### config.mk
export PLATFORM = sky130hd
export DESIGN_NAME = uart_prog_loader
export DESIGN_NICKNAME = d
export VERILOG_FILES = /design/src/rtl/uart_prog_loader.sv
export SDC_FILE = /design/constraint.sdc
export NUM_CORES = 1
export LEC_CHECK = 0
export ABC_AREA = 1
export BUFFER_PORTS_ARGS = -buffer_cell sky130_fd_sc_hd__buf_2
export CAP_MARGIN = 10
export CORE_UTILIZATION = 40
export DETAILED_ROUTE_END_ITERATION = 7
export HOLD_SLACK_MARGIN = 0.03
export PLACE_DENSITY = 0.57
export SYNTH_ARGS = -nofsm -noshare
export SYNTH_HDL_FRONTEND = slang
export SYNTH_SLANG_ARGS = --single-unit
### constraint.sdc
create_clock -name clk -period 2.4 [get_ports clk]
set_clock_uncertainty 0.1 [all_clocks]
set_input_delay 0.12 -clock clk [delete_from_list [all_inputs] [get_ports clk]]
set_output_delay 0.12 -clock clk [all_outputs]
set_load 0.01 [all_outputs]
### src/rtl/uart_prog_loader.sv
// UART-fed program loader: filters Brainfuck opcodes out of an 8N1 byte stream,
// tracks bracket depth and writes opcodes plus a 0x00 terminator into program memory.
module uart_prog_loader #(
    parameter int CLK_HZ     = 12000000,
    parameter int BAUD       = 115200,
    parameter int ADDR_WIDTH = 12
) (
    input  logic                  clk,
    input  logic                  resetn,
    input  logic                  rx,
    input  logic                  load_req,
    output logic                  wr_en,
    output logic [ADDR_WIDTH-1:0] wr_addr,
    output logic [7:0]            wr_data,
    output logic                  busy,
    output logic                  done,
    output logic [ADDR_WIDTH-1:0] prog_len,
    output logic [1:0]            err
);
    // state    | meaning
    // RX_IDLE  | waiting for a falling edge on the synchronized line
    // RX_START | timing to mid start bit, rejecting glitches
    // RX_DATA  | sampling 8 data bits, LSB first
    // RX_STOP  | sampling the stop bit, byte completes here
    // L_IDLE   | not armed, received bytes are dropped
    // L_LOAD   | filtering and writing opcodes
    // L_FINISH | EOT seen: bracket check, terminator write
    // L_ERR    | error recorded, dropping busy
    localparam int CLKS_PER_BIT = CLK_HZ / BAUD;
    localparam int CW = $clog2(CLKS_PER_BIT + 1);
    localparam logic [CW-1:0] BIT_LAST  = CW'(CLKS_PER_BIT - 1);
    localparam logic [CW-1:0] HALF_LAST = CW'(CLKS_PER_BIT / 2 - 1);
    localparam logic [ADDR_WIDTH-1:0] ADDR_LAST = {ADDR_WIDTH{1'b1}};

    typedef enum logic [1:0] {RX_IDLE, RX_START, RX_DATA, RX_STOP} rx_state_t;
    typedef enum logic [1:0] {L_IDLE, L_LOAD, L_FINISH, L_ERR} ld_state_t;

    logic            r_rx_meta, r_rx_sync, r_rx_prev;
    rx_state_t       r_rx_state, w_rx_state_n;
    logic [CW-1:0]   r_cnt, w_cnt_n;
    logic [2:0]      r_bit, w_bit_n;
    logic [7:0]      r_shift, w_shift_n;
    logic            w_byte_vld, w_byte_ferr, w_is_op;

    ld_state_t             r_ld_state, w_ld_state_n;
    logic                  r_wr_en, w_wr_en_n;
    logic [ADDR_WIDTH-1:0] r_addr, w_addr_n;
    logic                  r_inc_pend, w_inc_pend_n;
    logic [7:0]            r_wr_data, w_wr_data_n;
    logic [ADDR_WIDTH-1:0] r_depth, w_depth_n;
    logic                  r_busy, w_busy_n;
    logic                  r_done, w_done_n;
    logic [ADDR_WIDTH-1:0] r_prog_len, w_prog_len_n;
    logic [1:0]            r_err, w_err_n;

    always_ff @(posedge clk or negedge resetn) begin
        if (!resetn) begin
            r_rx_meta  <= 1'b1;
            r_rx_sync  <= 1'b1;
            r_rx_prev  <= 1'b1;
            r_rx_state <= RX_IDLE;
            r_cnt      <= '0;
            r_bit      <= '0;
            r_shift    <= '0;
        end else begin
            r_rx_meta  <= rx;
            r_rx_sync  <= r_rx_meta;
            r_rx_prev  <= r_rx_sync;
            r_rx_state <= w_rx_state_n;
            r_cnt      <= w_cnt_n;
            r_bit      <= w_bit_n;
            r_shift    <= w_shift_n;
        end
    end

    always_comb begin
        w_rx_state_n = r_rx_state;
        w_cnt_n      = r_cnt;
        w_bit_n      = r_bit;
        w_shift_n    = r_shift;
        w_byte_vld   = 1'b0;
        w_byte_ferr  = 1'b0;
        case (r_rx_state)
            RX_IDLE: begin
                if (r_rx_prev && !r_rx_sync) begin
                    w_rx_state_n = RX_START;
                    w_cnt_n      = HALF_LAST;
                end
            end
            RX_START: begin
                if (r_cnt != '0) begin
                    w_cnt_n = r_cnt - 1'b1;
                end else if (r_rx_sync) begin
                    w_rx_state_n = RX_IDLE;
                end else begin
                    w_rx_state_n = RX_DATA;
                    w_cnt_n      = BIT_LAST;
                    w_bit_n      = '0;
                end
            end
            RX_DATA: begin
                if (r_cnt != '0) begin
                    w_cnt_n = r_cnt - 1'b1;
                end else begin
                    w_shift_n = {r_rx_sync, r_shift[7:1]};
                    w_cnt_n   = BIT_LAST;
                    if (r_bit == 3'd7) w_rx_state_n = RX_STOP;
                    else               w_bit_n = r_bit + 3'd1;
                end
            end
            RX_STOP: begin
                if (r_cnt != '0) begin
                    w_cnt_n = r_cnt - 1'b1;
                end else begin
                    w_rx_state_n = RX_IDLE;
                    w_byte_vld   = 1'b1;
                    w_byte_ferr  = !r_rx_sync;
                end
            end
            default: w_rx_state_n = RX_IDLE;
        endcase
    end

    assign w_is_op = r_shift inside {8'h2B, 8'h2D, 8'h3C, 8'h3E, 8'h5B, 8'h5D, 8'h2E, 8'h2C};

    always_ff @(posedge clk or negedge resetn) begin
        if (!resetn) begin
            r_ld_state <= L_IDLE;
            r_wr_en    <= 1'b0;
            r_addr     <= '0;
            r_inc_pend <= 1'b0;
            r_wr_data  <= '0;
            r_depth    <= '0;
            r_busy     <= 1'b0;
            r_done     <= 1'b0;
            r_prog_len <= '0;
            r_err      <= '0;
        end else begin
            r_ld_state <= w_ld_state_n;
            r_wr_en    <= w_wr_en_n;
            r_addr     <= w_addr_n;
            r_inc_pend <= w_inc_pend_n;
            r_wr_data  <= w_wr_data_n;
            r_depth    <= w_depth_n;
            r_busy     <= w_busy_n;
            r_done     <= w_done_n;
            r_prog_len <= w_prog_len_n;
            r_err      <= w_err_n;
        end
    end

    // The address advances one cycle after each opcode write so wr_addr is stable
    // while wr_en is high; busy stays up through the done cycle and drops after it.
    always_comb begin
        w_ld_state_n = r_ld_state;
        w_wr_en_n    = 1'b0;
        w_addr_n     = r_inc_pend ? r_addr + 1'b1 : r_addr;
        w_inc_pend_n = 1'b0;
        w_wr_data_n  = r_wr_data;
        w_depth_n    = r_depth;
        w_busy_n     = r_done ? 1'b0 : r_busy;
        w_done_n     = 1'b0;
        w_prog_len_n = r_prog_len;
        w_err_n      = r_err;
        case (r_ld_state)
            L_IDLE: begin
                if (load_req) begin
                    w_err_n      = 2'd0;
                    w_depth_n    = '0;
                    w_addr_n     = '0;
                    w_busy_n     = 1'b1;
                    w_ld_state_n = L_LOAD;
                end
            end
            L_LOAD: begin
                if (w_byte_vld) begin
                    if (w_byte_ferr) begin
                        w_err_n      = 2'd3;
                        w_ld_state_n = L_ERR;
                    end else if (r_shift == 8'h04) begin
                        w_ld_state_n = L_FINISH;
                    end else if (w_is_op) begin
                        if (r_addr == ADDR_LAST) begin
                            w_err_n      = 2'd2;
                            w_ld_state_n = L_ERR;
                        end else if (r_shift == 8'h5D && r_depth == '0) begin
                            w_err_n      = 2'd1;
                            w_ld_state_n = L_ERR;
                        end else begin
                            w_wr_en_n    = 1'b1;
                            w_wr_data_n  = r_shift;
                            w_inc_pend_n = 1'b1;
                            if (r_shift == 8'h5B)      w_depth_n = r_depth + 1'b1;
                            else if (r_shift == 8'h5D) w_depth_n = r_depth - 1'b1;
                        end
                    end
                end
            end
            L_FINISH: begin
                if (r_depth != '0) begin
                    w_err_n      = 2'd1;
                    w_ld_state_n = L_ERR;
                end else begin
                    w_wr_en_n    = 1'b1;
                    w_wr_data_n  = 8'h00;
                    w_prog_len_n = r_addr;
                    w_done_n     = 1'b1;
                    w_ld_state_n = L_IDLE;
                end
            end
            L_ERR: begin
                w_busy_n     = 1'b0;
                w_ld_state_n = L_IDLE;
            end
            default: w_ld_state_n = L_IDLE;
        endcase
    end

    assign wr_en    = r_wr_en;
    assign wr_addr  = r_addr;
    assign wr_data  = r_wr_data;
    assign busy     = r_busy;
    assign done     = r_done;
    assign prog_len = r_prog_len;
    assign err      = r_err;
endmodule

[Yosys cells after proc, flatten, opt, wreduce, memory -nomap -nowiden]
Index checks and enable logic that the tools add are counted.
Storage, ports and cells
  output and inout bits: 37
  bits of input ports: 4
  word-level logic and storage cells: 161
  register bits: 75
Cells by class
  equality and inequality tests: 41
  add/sub/neg operators: 5
  muxes and demuxes: 74
  bitwise operators: 2
  reduce and logical (&&, ||, !) cells: 22
Operators with widths (number)
  $mux W12: 12
  $mux W8: 7
  $eq A8 B6 Y1 const B: 6
  $mux W2: 22
  $mux W7: 5
  $ne A2 B2 Y1 const B: 17
  $pmux W7 S4: 1
  $add A12 B1 Y12 const B: 2
  $pmux W12 S2: 1
  $eq A8 B7 Y1 const B: 2
  $pmux W2 S4: 2
  $pmux W8 S2: 1
  $mux W1: 15
  $eq A12 B12 Y1 const B: 1
  $logic_not A12 Y1: 1
  $mux W3: 4
  $ne A3 B3 Y1 const B: 4
  $reduce_bool A12 Y1: 1
  $sub A12 B1 Y12 const B: 1
  $reduce_and A5 Y1: 2
  $reduce_and A9 Y1: 1
  $eq A2 B2 Y1 const B: 4
  $eq A8 B3 Y1 const B: 1
  $ne A4 B4 Y1 const B: 2
  other kinds (21): 29

[Depth between registers and ports, before layout]
Gate-level depths: netlist (run 1).
  depth in word-level cells: 10
  mapped depth: 18
  mapped depth without buffers: 18

[Least setup slack after synthesis (run 1)]
No wires, ideal clock.
  path type: register to register
  start: register r_shift[5]
  end: register r_depth[5]
  setup time: 0.065 ns
  clock period less this slack: 2.164 ns
  buffers on the path: 0
  setup slack: 0.236 ns
  data required time: 2.235 ns
  arrival time: 1.999 ns
  stages on the path, launching flop included: 16
  cells stage by stage: dfrtp_1 -> nor2_1 -> nand2_1 -> inv_1 -> nand2_1 -> ha_1 -> nand2_1 -> inv_1 -> nand2_1 -> nand2_1 -> nand2_1 -> nand2_1 -> nor2_1 -> nor3b_1 -> nand2_1 -> nand2_1
Between the ends
  word-level cells in the longest chain between the ends: 9
  elaborated cells on any way between the ends: 24
  those cells by class: eq/ne (13); mux (8); reduce/logical (3)
Ends and longest elaborated chain
  from (decl): RTL line 42  | logic [7:0] r_shift, w_shift_n;
  from (signal assigned): RTL line 72  | r_shift <= w_shift_n;
  $eq A8 B7 Y1: RTL line 124, 193
  $mux W12: RTL line 193  | if (r_shift == 8'h5B) w_depth_n = r_depth + 1'b1;
  $mux W12: RTL line 186  | end else if (r_shift == 8'h5D && r_depth == '0) begin
  $mux W12: RTL line 183  | if (r_addr == ADDR_LAST) begin
  $mux W12: RTL line 182  | end else if (w_is_op) begin
  $mux W12: RTL line 180  | end else if (r_shift == 8'h04) begin
  $mux W12: RTL line 177  | if (w_byte_ferr) begin
  $mux W12: RTL line 176  | if (w_byte_vld) begin
  $pmux W12 S2: RTL line 165  | case (r_ld_state)
  to (signal assigned): RTL line 144  | r_depth <= w_depth_n;
  to (decl): RTL line 50  | logic [ADDR_WIDTH-1:0] r_depth, w_depth_n;
Several ways; a longest one is shown, not always the timed one. The select of a mux whose other input is x is not followed.
A chain may end at the register's enable or synchronous reset.

[Worst setup path in the final report (run 1)]
  start: register r_shift[7]
  end: register r_depth[11]
Same word-level chain as after synthesis.

==> metrics.txt, run 1 <==
worst r2r src=r_shift[7]; Final min period=2270 ps; critical path class=flop to flop; final-report hold violation count=0; Vias/cell=4.85; Sw Ratio=0.446; Nets=698; P_sw=2340 uW; IO Pins=41; fmax=0.441 GHz; initial core utilization=0.410; Area Overhead vs Synth=16.1%; PwrDens=1020 nW/um2; RSZ-0062 raised after global routing=yes; status=finished with violations; GRT Total Usage=0.188; Mapped Cells=about 610; part of the power in registers=0.314; first-pass GRT wire length=17000 um; Data required, critical path=2610 ps; CP arrival=roughly 2500 ps; CTS root buf=clkbuf_8; maximum vdd drop=407 uV; initial antenna violation count=0; cell-internal power=between 2000 and 3000 uW; YS warnings=0; Slew @ Worst Pin=962 ps; Clock transition at path regs=80 ps; Synth cell types=35; antenna viol nets, final=0; Mapped Area=4450 um2; # rows=38; flops & latches, synth=75; Die Height=107 um; largest net degree at the start of global routing=76; Comb power frac=0.495; CTS buffer count=9; CP Launch Type=flop; grt ovf=0; leakage power figure=0.00290 uW; final non-filler cell total=814; Detailed Route WL=roughly 10000 um; vias=a little under 4000; commonest non-fill, non-tap cell in the layout=nand2_1; htree depth=3; max_slew headroom=0.359; Core Region=10800 um2; Mapped Avg Cell Area=7.28 um2; # setup viols final=0; fin util=0.476; syn_nets=640; die area=11500 um2; Max Cap Viol=0; initial drt markers=221; Min-Delay Path Class=input port to flop; sequential area share after synthesis=0.423; Clock Tree Buf Depth=2; antenna cells=0; clock share of power=0.191; Pins Over Slew Limit=0; failing checks=DRC; Residual DRC=1; Worst Setup SP=r_shift[7]; Avg WL per Cell=roughly 12 um; period utilisation layout=0.945; layout cells sized above 1=0.142; # clock sinks=75; min-delay src=load_req; worst-skew pair later-pin latency=370 ps; hpwl dp=7080 um; Fill cells=1103; CTS tree=built; crit path capture type=flop; DRT Pass-1 Iters=7; total power=5240 uW; vias in the first global route=between 3000 and 4000; RD Place Congestion=0.934; Hold WS=approximately 110 ps; Crit Path Max Fanout=11; placed cells=~790; most frequent cells in the layout=213 x nand2_1, 76 x inv_1, 72 x dfrtp_1, 67 x nor2_1, 39 x buf_2; Die X=107 um; Port Buffer Count=40
## layout make-up
cell class                      instances  area, um2  share of cell area
Clock buffer                            9        124              0.0240
Inverter                               78        293              0.0567
Clock inverter                          7       77.6              0.0150
Multi-Input combinational cell        449       2270               0.440
Sequential cell                        75       1880               0.364
Timing Repair Buffer                   56        340              0.0659
Tap cell                              140        175              0.0339
## metrics by stage
step	TNS [ps]	area, um2	setup slack (ps)
2_1_floorplan	0	4450	236
3_3_place_gp	0	4870	143
3_5_place_dp	0	4870	127
4_1_cts	0	5090	111
5_1_grt	-64.8	5160	-59.2
6_report	0	5160	133
## routing by layer
metal,global-route usage,up-vias,wire [um]
li1,-,2048,-
met1,0.248,1834,4730
met2,0.302,56,4650
met3,0.0400,13,316
met4,0.0705,0,188
met5,0,-,0
## cells in the mapped netlist
| master | n | area share |
|---|---|---|
| buf_6 | 1 | 0.0025 |
| dfrtp_1 | 72 | 0.41 |
| inv_1 | 77 | 0.065 |
| a22oi_1 | 4 | 0.0068 |
| clkbuf_1 | 6 | 0.0051 |
| nor2_2 | 2 | 0.0028 |
| and2_1 | 1 | 0.0014 |
| o21ai_4 | 1 | 0.0037 |
| o21ai_0 | 34 | 0.038 |
| o22ai_1 | 2 | 0.0028 |
| nand2_4 | 2 | 0.0051 |
| nor2_4 | 3 | 0.0076 |
| a21boi_0 | 2 | 0.0034 |
| nor2_1 | 70 | 0.059 |
| o221a_2 | 1 | 0.0025 |
| nand2_2 | 1 | 0.0014 |
| xnor2_1 | 3 | 0.0059 |
| nand4_1 | 11 | 0.015 |
| nand3_1 | 28 | 0.032 |
| buf_2 | 2 | 0.0023 |
| a21oi_1 | 23 | 0.026 |
| o32ai_1 | 1 | 0.0020 |
| xor2_1 | 7 | 0.014 |
| or2_0 | 1 | 0.0014 |
| dfstp_2 | 3 | 0.018 |
| nand2_1 | 215 | 0.18 |
| ha_1 | 24 | 0.068 |
| o21a_1 | 1 | 0.0017 |
| nor3_1 | 6 | 0.0068 |
| fa_1 | 1 | 0.0045 |
| or2_2 | 1 | 0.0014 |
| o2111ai_1 | 1 | 0.0020 |
| nand3b_1 | 2 | 0.0034 |
| nor3b_1 | 1 | 0.0017 |
| clkinv_1 | 1 | 0.00084 |
## final timing paths
kind | endpoint | slack [ps] | depth (start not counted)
max | r_depth[11] | 130 | 16
min | wr_addr[4] | 110 | 4
max reg2reg | r_depth[11] | 130 | 16
min reg2reg | r_rx_sync | 260 | 0
max in group asynchronous | wr_data[6] | 1230 | 2
min in group asynchronous | r_depth[8] | 340 | 2
## critical path, cell delays in order, from the launching register on
cell and delay, ps:
dfrtp_1 420, nor2_1 90, nand2_1 70, inv_1 70, nand2_1 80, buf_12 160, ha_2 380, nand2_1 120
nor2_2 170, nand2_1 60, a21oi_1 130, nor2_1 80, nand2_1 50, nand2_1 40, nor2_1 80, nand2_1 50
nand2_1 60
## logic make-up after synthesis
group / after synthesis / synth area share
and+or+nand+nor: 344 / 0.321
xor gates and xnor gates: 10 / 0.0197
adders and majority gates: 25 / 0.0721
AOI/OAI and AO/OA: 70 / 0.0889
DFF: 75 / 0.423
buffers and inverters: 87 / 0.0757
## power groups by stage
stage	Sequential [uW]	Clock (uW)	Combinational, uW
detailed placement	1670	0	2490
global route	1670	1100	2980
floorplan	1650	0	1920
global placement	1660	0	2480
CTS	1640	1050	2500
finish	1650	1000	2590
## state kept, by name, indices dropped and copies added (netlist names), named ones only
signal	count
r_shift	8
err	2
r_bit	3
prog_len	12
wr_data	8
done	1
r_cnt	7
wr_en	1
r_rx_state	1
r_rx_prev	1
busy	1
r_rx_sync	1
r_depth	12
wr_addr	12
r_rx_meta	1
r_inc_pend	1
r_ld_state	2
## timing repair
item | 4_1_cts | 5_1_grt
buffers inserted | 0 | 4
gates resized for setup | 0 | 13
endpoints found under the hold margin | 73 | 0
endpoints found under the setup margin | 0 | 6
hold buffers | 2 | 0
No activity file was read; power rests on OpenSTA's default activity.
==> run 2: changes to the inputs <==
Settings changed: ABC_CLOCK_PERIOD_IN_PS set to 2400, PLACE_DENSITY 0.57 to not set, PLACE_DENSITY_LB_ADDON set to 0.1, SETUP_SLACK_MARGIN set to 0.4.
==> metrics.txt, run 2 (synthesized netlist as in run 1, its figures left out) <==
Clock Tree Buf Depth=2 (unchanged); Setup WS pre-CTS=123 ps (was 127 ps); Port Buffer Count=40 (unchanged); Die Height=107 um (unchanged); Fill cells=1061 (was 1103); FF+latch area=1880 um2 (unchanged); crit path capture type=flop (unchanged); # setup viols final=0 (unchanged); status=complete, no violations (was finished with violations); PwrDens=1010 nW/um2 (was 1020 nW/um2); maximum vdd drop=470 uV (was 407 uV); commonest non-fill, non-tap cell in the layout=nand2_1 (unchanged); die area=11500 um2 (unchanged); Pins Over Slew Limit=0 (unchanged); most frequent cells in the layout=188 x nand2_1, 72 x dfrtp_1, 69 x inv_1, 60 x nor2_1, 39 x buf_2 (was 213 x nand2_1, 76 x inv_1, 72 x dfrtp_1, 67 x nor2_1, 39 x buf_2); Clock transition at path regs=90 ps (was 80 ps); grt ovf=0 (unchanged); fin worst setup slack=293 ps (was 133 ps); critical path class=flop to flop (unchanged); vias=4008 (was 3951); fmax=0.475 GHz (was 0.441 GHz); # clock sinks=75 (unchanged); Crit Path Max Fanout=6 (was 11); Final min period=2110 ps (was 2270 ps); initial antenna violation count=0 (unchanged); RD Place Congestion=0.846 (was 0.934); first-pass GRT wire length=17800 um (was 17000 um); Min-Delay Path Class=input port to flop (unchanged); initial drt markers=133 (was 221); Avg WL per Cell=12.8 um (was 12.1 um); CP Launch Type=flop (unchanged); leakage power figure=0.00301 uW (was 0.00290 uW); final non-filler cell total=828 (was 814); setup_tns=0 ps (unchanged); Vias/cell=4.84 (was 4.85); antenna viol nets, final=0 (unchanged); vias in the first global route=3894 (was 3704); Area Overhead vs Synth=25.6% (was 16.1%); antenna cells=0 (unchanged); CTS buffer count=9 (unchanged); Max Cap Viol=0 (unchanged); Detailed Route WL=10600 um (was 9880 um); Slew @ Worst Pin=515 ps (was 962 ps); GRT Total Usage=0.198 (was 0.188); hpwl dp=7400 um (was 7080 um); period utilisation layout=0.878 (was 0.945); IO Pins=41 (unchanged); Nets=712 (was 698); Residual DRC=0 (was 1); worst-skew pair later-pin latency=370 ps (about the same); fin util=0.515 (was 0.476); htree depth=3 (unchanged); CTS tree=built (unchanged); RSZ-0062 raised after global routing=yes (unchanged); max_slew headroom=0.654 (was 0.359); placed cells=788 (was 792); Core Region=10800 um2 (unchanged); CP arrival=2330 ps (was 2470 ps); area occupied by multi-input gates=2600 um2 (was 2270 um2); Hold WS=92.2 ps (was 107 ps); CTS root buf=clkbuf_8 (unchanged); final-report hold violation count=0 (unchanged); layout cells sized above 1=0.238 (was 0.142); # rows=38 (unchanged); DRT Pass-1 Iters=6 (was 7); largest net degree at the start of global routing=42 (was 76); Data required, critical path=2620 ps (was 2610 ps); Die X=107 um (unchanged); initial core utilization=0.410 (unchanged)
run 2: layer usage:
layer / part of all wire / global-route usage
met1: 0.46 / 0.248
met2: 0.49 / 0.336
met3: 0.033 / 0.0424
met4: 0.016 / 0.0744
met5: 0 / 0
run 2: path summary, 6_finish.rpt:
check,startpoint,to,slack [ps],cells past startpoint
min in group asynchronous,resetn,wr_data[1],150,2
worst max-delay path,r_shift[7],r_depth[10],290,13
worst min register to register,r_rx_meta,r_rx_sync,270,0
worst max register to register,r_shift[7],r_depth[10],290,13
worst min-delay path,load_req,wr_addr[4],90,4
max in group asynchronous,resetn,r_rx_sync,1390,3
run 2: repair_timing:
action / CTS / global route
pin swaps: 15 / 39
hold buffers: 2 / 0
resized for setup: 27 / 40
setup endpoints to repair: 19 / 31
cloned: 1 / 0
buffers inserted: 12 / 9
endpoints found under the hold margin: 42 / 0
run 2: worst max-delay path, cell delays in order, from the launching register on:
cell and delay, ps:
dfrtp_1 400, nor2_1 120, nand2_1 90, inv_2 140, nand2_8 120, ha_4 350, nand2_4 70, nor2_2 150
nand3_2 120, nand3_2 70, nand2_1 50, a21oi_1 140, nand2_1 70, nand2_1 50
run 2: per-stage QoR:
stage / total power, uW / cell area, um2
finish: 5660 / 5580
global route: 6180 / 5580
CTS: 5430 / 5380
detailed placement: 4280 / 4980
global placement: 4260 / 4980
floorplan: 3650 / 4590
run 2: final cells by class:
type | count | share of cell area
multi-input cells | 450 | 0.465
flip-flops and latches | 75 | 0.337
repair buffers | 69 | 0.0820
inverters | 78 | 0.0525
well taps | 140 | 0.0314
clock buffers | 10 | 0.0247
clock inverters | 6 | 0.00717
run 2: where the power goes:
part | internal (uW) | switching (uW)
combinational | 1210 | 1870
sequential | 1480 | 184
clock | 403 | 511
==> run 3: changes to the inputs <==
Settings changed: ABC_AREA 1 to not set.
==> metrics.txt, run 3 <==
CP arrival=2870 ps (was 2330 ps); Data required, critical path=2550 ps (was 2620 ps); Critical path buffers and inverters=2 (was 1); most numerous cell in the Yosys netlist=dfrtp_1 (was nand2_1); IO Pins=41 (unchanged); die area=11200 um2 (was 11500 um2); Setup WS pre-CTS=-370 ps (was 123 ps); Port Buffer Count=40 (unchanged); antenna cells=0 (unchanged); RD Place Congestion=0.781 (was 0.846); Synth top area share=0.419 (was 0.405); Reg2Reg Setup Slack=-320 ps (was 290 ps); failing checks=setup timing; CTS buffer count=9 (unchanged); Worst Setup SP=r_shift[6] (was r_shift[7]); hpwl dp=7890 um (was 7400 um); CTS root buf=clkbuf_8 (unchanged); GRT Total Usage=0.213 (was 0.198); PwrDens=975 nW/um2 (was 1010 nW/um2); Final min period=2720 ps (was 2110 ps); max_slew headroom=0.471 (was 0.654); initial core utilization=0.415 (was 0.410); slowest cell delay on critical path=470 ps (was 400 ps); Largest delay share family, worst path=simple AND/OR/NAND/NOR gates (unchanged); worst-path cell chain=and3b_2, nand4b_1, buf_6, inv_1, fa_2, nor2b_4, o2111ai_4, a41oi_2, nor3_1, or4b_1, o211ai_1 (was nor2_1, nand2_1, inv_2, nand2_8, ha_4, nand2_4, nor2_2, nand3_2, nand3_2, nand2_1, a21oi_1, nand2_1, nand2_1); htree depth=3 (unchanged); Async SR Flop Fraction=1.00 (unchanged); # setup viols final=7 (was 0); first-pass GRT wire length=19000 um (was 17800 um); Post-synth EDFFs=0 (unchanged); CP Launch Type=flop (unchanged); worst-skew pair later-pin latency=340 ps (was 370 ps); Max Cap Viol=0 (unchanged); Hold Path Depth=4 (unchanged); DRT Pass-1 Iters=4 (was 6); fmax=0.368 GHz (was 0.475 GHz); Clock Tree Buf Depth=2 (unchanged); Reg2Reg Depth=11 (was 13); grt ovf=0 (unchanged); Area Overhead vs Synth=47.4% (was 25.6%); reg-to-reg endpoint=r_depth[8] (was r_depth[10]); status=finished with violations (was complete, no violations); critical path class=flop to flop (unchanged); layout cells sized above 1=0.431 (was 0.238); worst r2r src=r_shift[6] (was r_shift[7]); min-delay src=load_req (unchanged); Avg WL per Cell=16.0 um (was 12.8 um); largest net degree at the start of global routing=47 (was 42); Residual DRC=0 (unchanged); flops & latches, synth=75 (unchanged); Die Height=106 um (was 107 um); fin util=0.611 (was 0.515); Clock transition at path regs=80 ps (was 90 ps); CTS tree=built (unchanged); total power=6180 uW (was 5660 uW); period utilisation layout=1.13 (was 0.878); YS warnings=0 (unchanged); antenna viol nets, final=0 (unchanged); most common library cells after synthesis=72 x dfrtp_1, 70 x nand2_1, 31 x nor2_1 (was 215 x nand2_1, 77 x inv_1, 72 x dfrtp_1); sequential area share after synthesis=0.437 (was 0.423); initial drt markers=182 (was 133); RSZ-0062 raised after global routing=yes (unchanged); Min-Delay Path Class=input port to flop (unchanged); Slew @ Worst Pin=785 ps (was 515 ps); Mapped Cells=458 (was 611); Mapped Avg Cell Area=9.39 um2 (was 7.28 um2); Synth area leaders=dfrtp_1 42%, ha_1 7.0%, nand2_1 6.1% (was dfrtp_1 41%, nand2_1 18%, ha_1 6.8%); Vias/cell=5.33 (was 4.84); vias=3875 (was 4008); initial antenna violation count=0 (unchanged); Crit Path Max Fanout=11 (was 6); most frequent cells in the layout=67 x nand2_1, 67 x dfrtp_1, 67 x buf_4, 39 x buf_2, 25 x nor2_1 (was 188 x nand2_1, 72 x dfrtp_1, 69 x inv_1, 60 x nor2_1, 39 x buf_2); Synth cell types=66 (was 35); Worst path slowest cell=or4b_1 (was dfrtp_1); Fill cells=899 (was 1061); fin worst setup slack=-318 ps (was 293 ps); Pins Over Slew Limit=0 (unchanged); ys flop type=dfrtp_1 (unchanged); Die X=106 um (was 107 um); final-report hold violation count=0 (unchanged); crit path capture type=flop (unchanged); maximum vdd drop=654 uV (was 470 uV); Hold WS=131 ps (was 92.2 ps); Nets=616 (was 712); Mapped Area=4300 um2 (was 4450 um2); # clock sinks=75 (unchanged); vias in the first global route=3849 (was 3894); syn_nets=487 (was 640); hold endpoint=busy (was wr_addr[4]); # rows=37 (was 38); leakage power figure=0.00294 uW (was 0.00301 uW); Detailed Route WL=11600 um (was 10600 um); dominant cell type by area after synthesis=dfrtp_1 (unchanged); Core Region=10400 um2 (was 10800 um2)
run 3: changes by cell type after synthesis, sizes merged, moves of 7 or more:
cell,before,now
a22o,0,10
mux2,0,8
nand2,218,70
or3,0,7
inv,77,21
nor2,75,31
nor4,0,7
run 3: how the worst max path moves through the flow:
stage,depth (start not counted),end
final,11,r_depth[8]
after global routing,10,r_depth[11]
after CTS,11,r_depth[8]
after detailed placement,11,r_depth[8]
after global placement,11,r_depth[8]
after floorplan,9,r_depth[11]
run 3: kinds of logic after synthesis:
logic type | count (synthesis) | synth area share
adders and majority gates | 25 | 0.0745
xor gates and xnor gates | 14 | 0.0285
DFF | 75 | 0.437
AOI/OAI and AO/OA | 109 | 0.175
and+or+nand+nor | 188 | 0.223
buffers and inverters | 34 | 0.0297
muxes | 13 | 0.0326
run 3: stage by stage:
stage	instances	cell area, um2	TNS [ps]
CTS	713	5830	-1520
global placement	683	5230	-1260
detailed placement	683	5230	-1550
finish	727	6340	-1530
global route	727	6340	-2630
floorplan	458	4420	-3130
run 3: final cells by class:
| class | instances | area, um2 | share of cell area |
|---|---|---|---|
| Sequential cell | 75 | 1890 | 0.298 |
| Multi-Input combinational cell | 349 | 2940 | 0.464 |
| Timing Repair Buffer | 131 | 1000 | 0.158 |
| Tap cell | 136 | 170 | 0.0268 |
| Inverter | 21 | 78.8 | 0.0124 |
| Clock buffer | 9 | 124 | 0.0195 |
| Clock inverter | 6 | 138 | 0.0217 |
run 3: worst reg2reg max path, stage by stage, from the launching register on:
cell	delay (ps)
dfrtp_1	390
and3b_2	220
nand4b_1	110
buf_6	170
inv_1	70
fa_2	370
nor2b_4	160
o2111ai_4	130
a41oi_2	260
nor3_1	80
or4b_1	470
o211ai_1	110
run 3: power breakdown:
part	internal (uW)	switching, uW	total (uW)
registers	1450	193	1640
logic	1560	1700	3270
clock network	796	477	1270
total	3810	2370	6180
run 3: what timing repair did:
action                                  4_1_cts  5_1_grt
pin swaps                                    15       39
endpoints found under the hold margin        43        0
setup buffers                                13       13
endpoints found under the setup margin       39       44
gates cloned                                  0        1
resized for setup                            59       90
hold buffers                                  2        0
run 3: per-layer routing:
metal / track usage / up-vias / share of wire
met5: 0 / - / 0
met4: 0.0446 / 0 / 0.0075
met3: 0.0396 / 6 / 0.023
met2: 0.350 / 53 / 0.50
met1: 0.293 / 1887 / 0.47
li1: - / 1929 / -
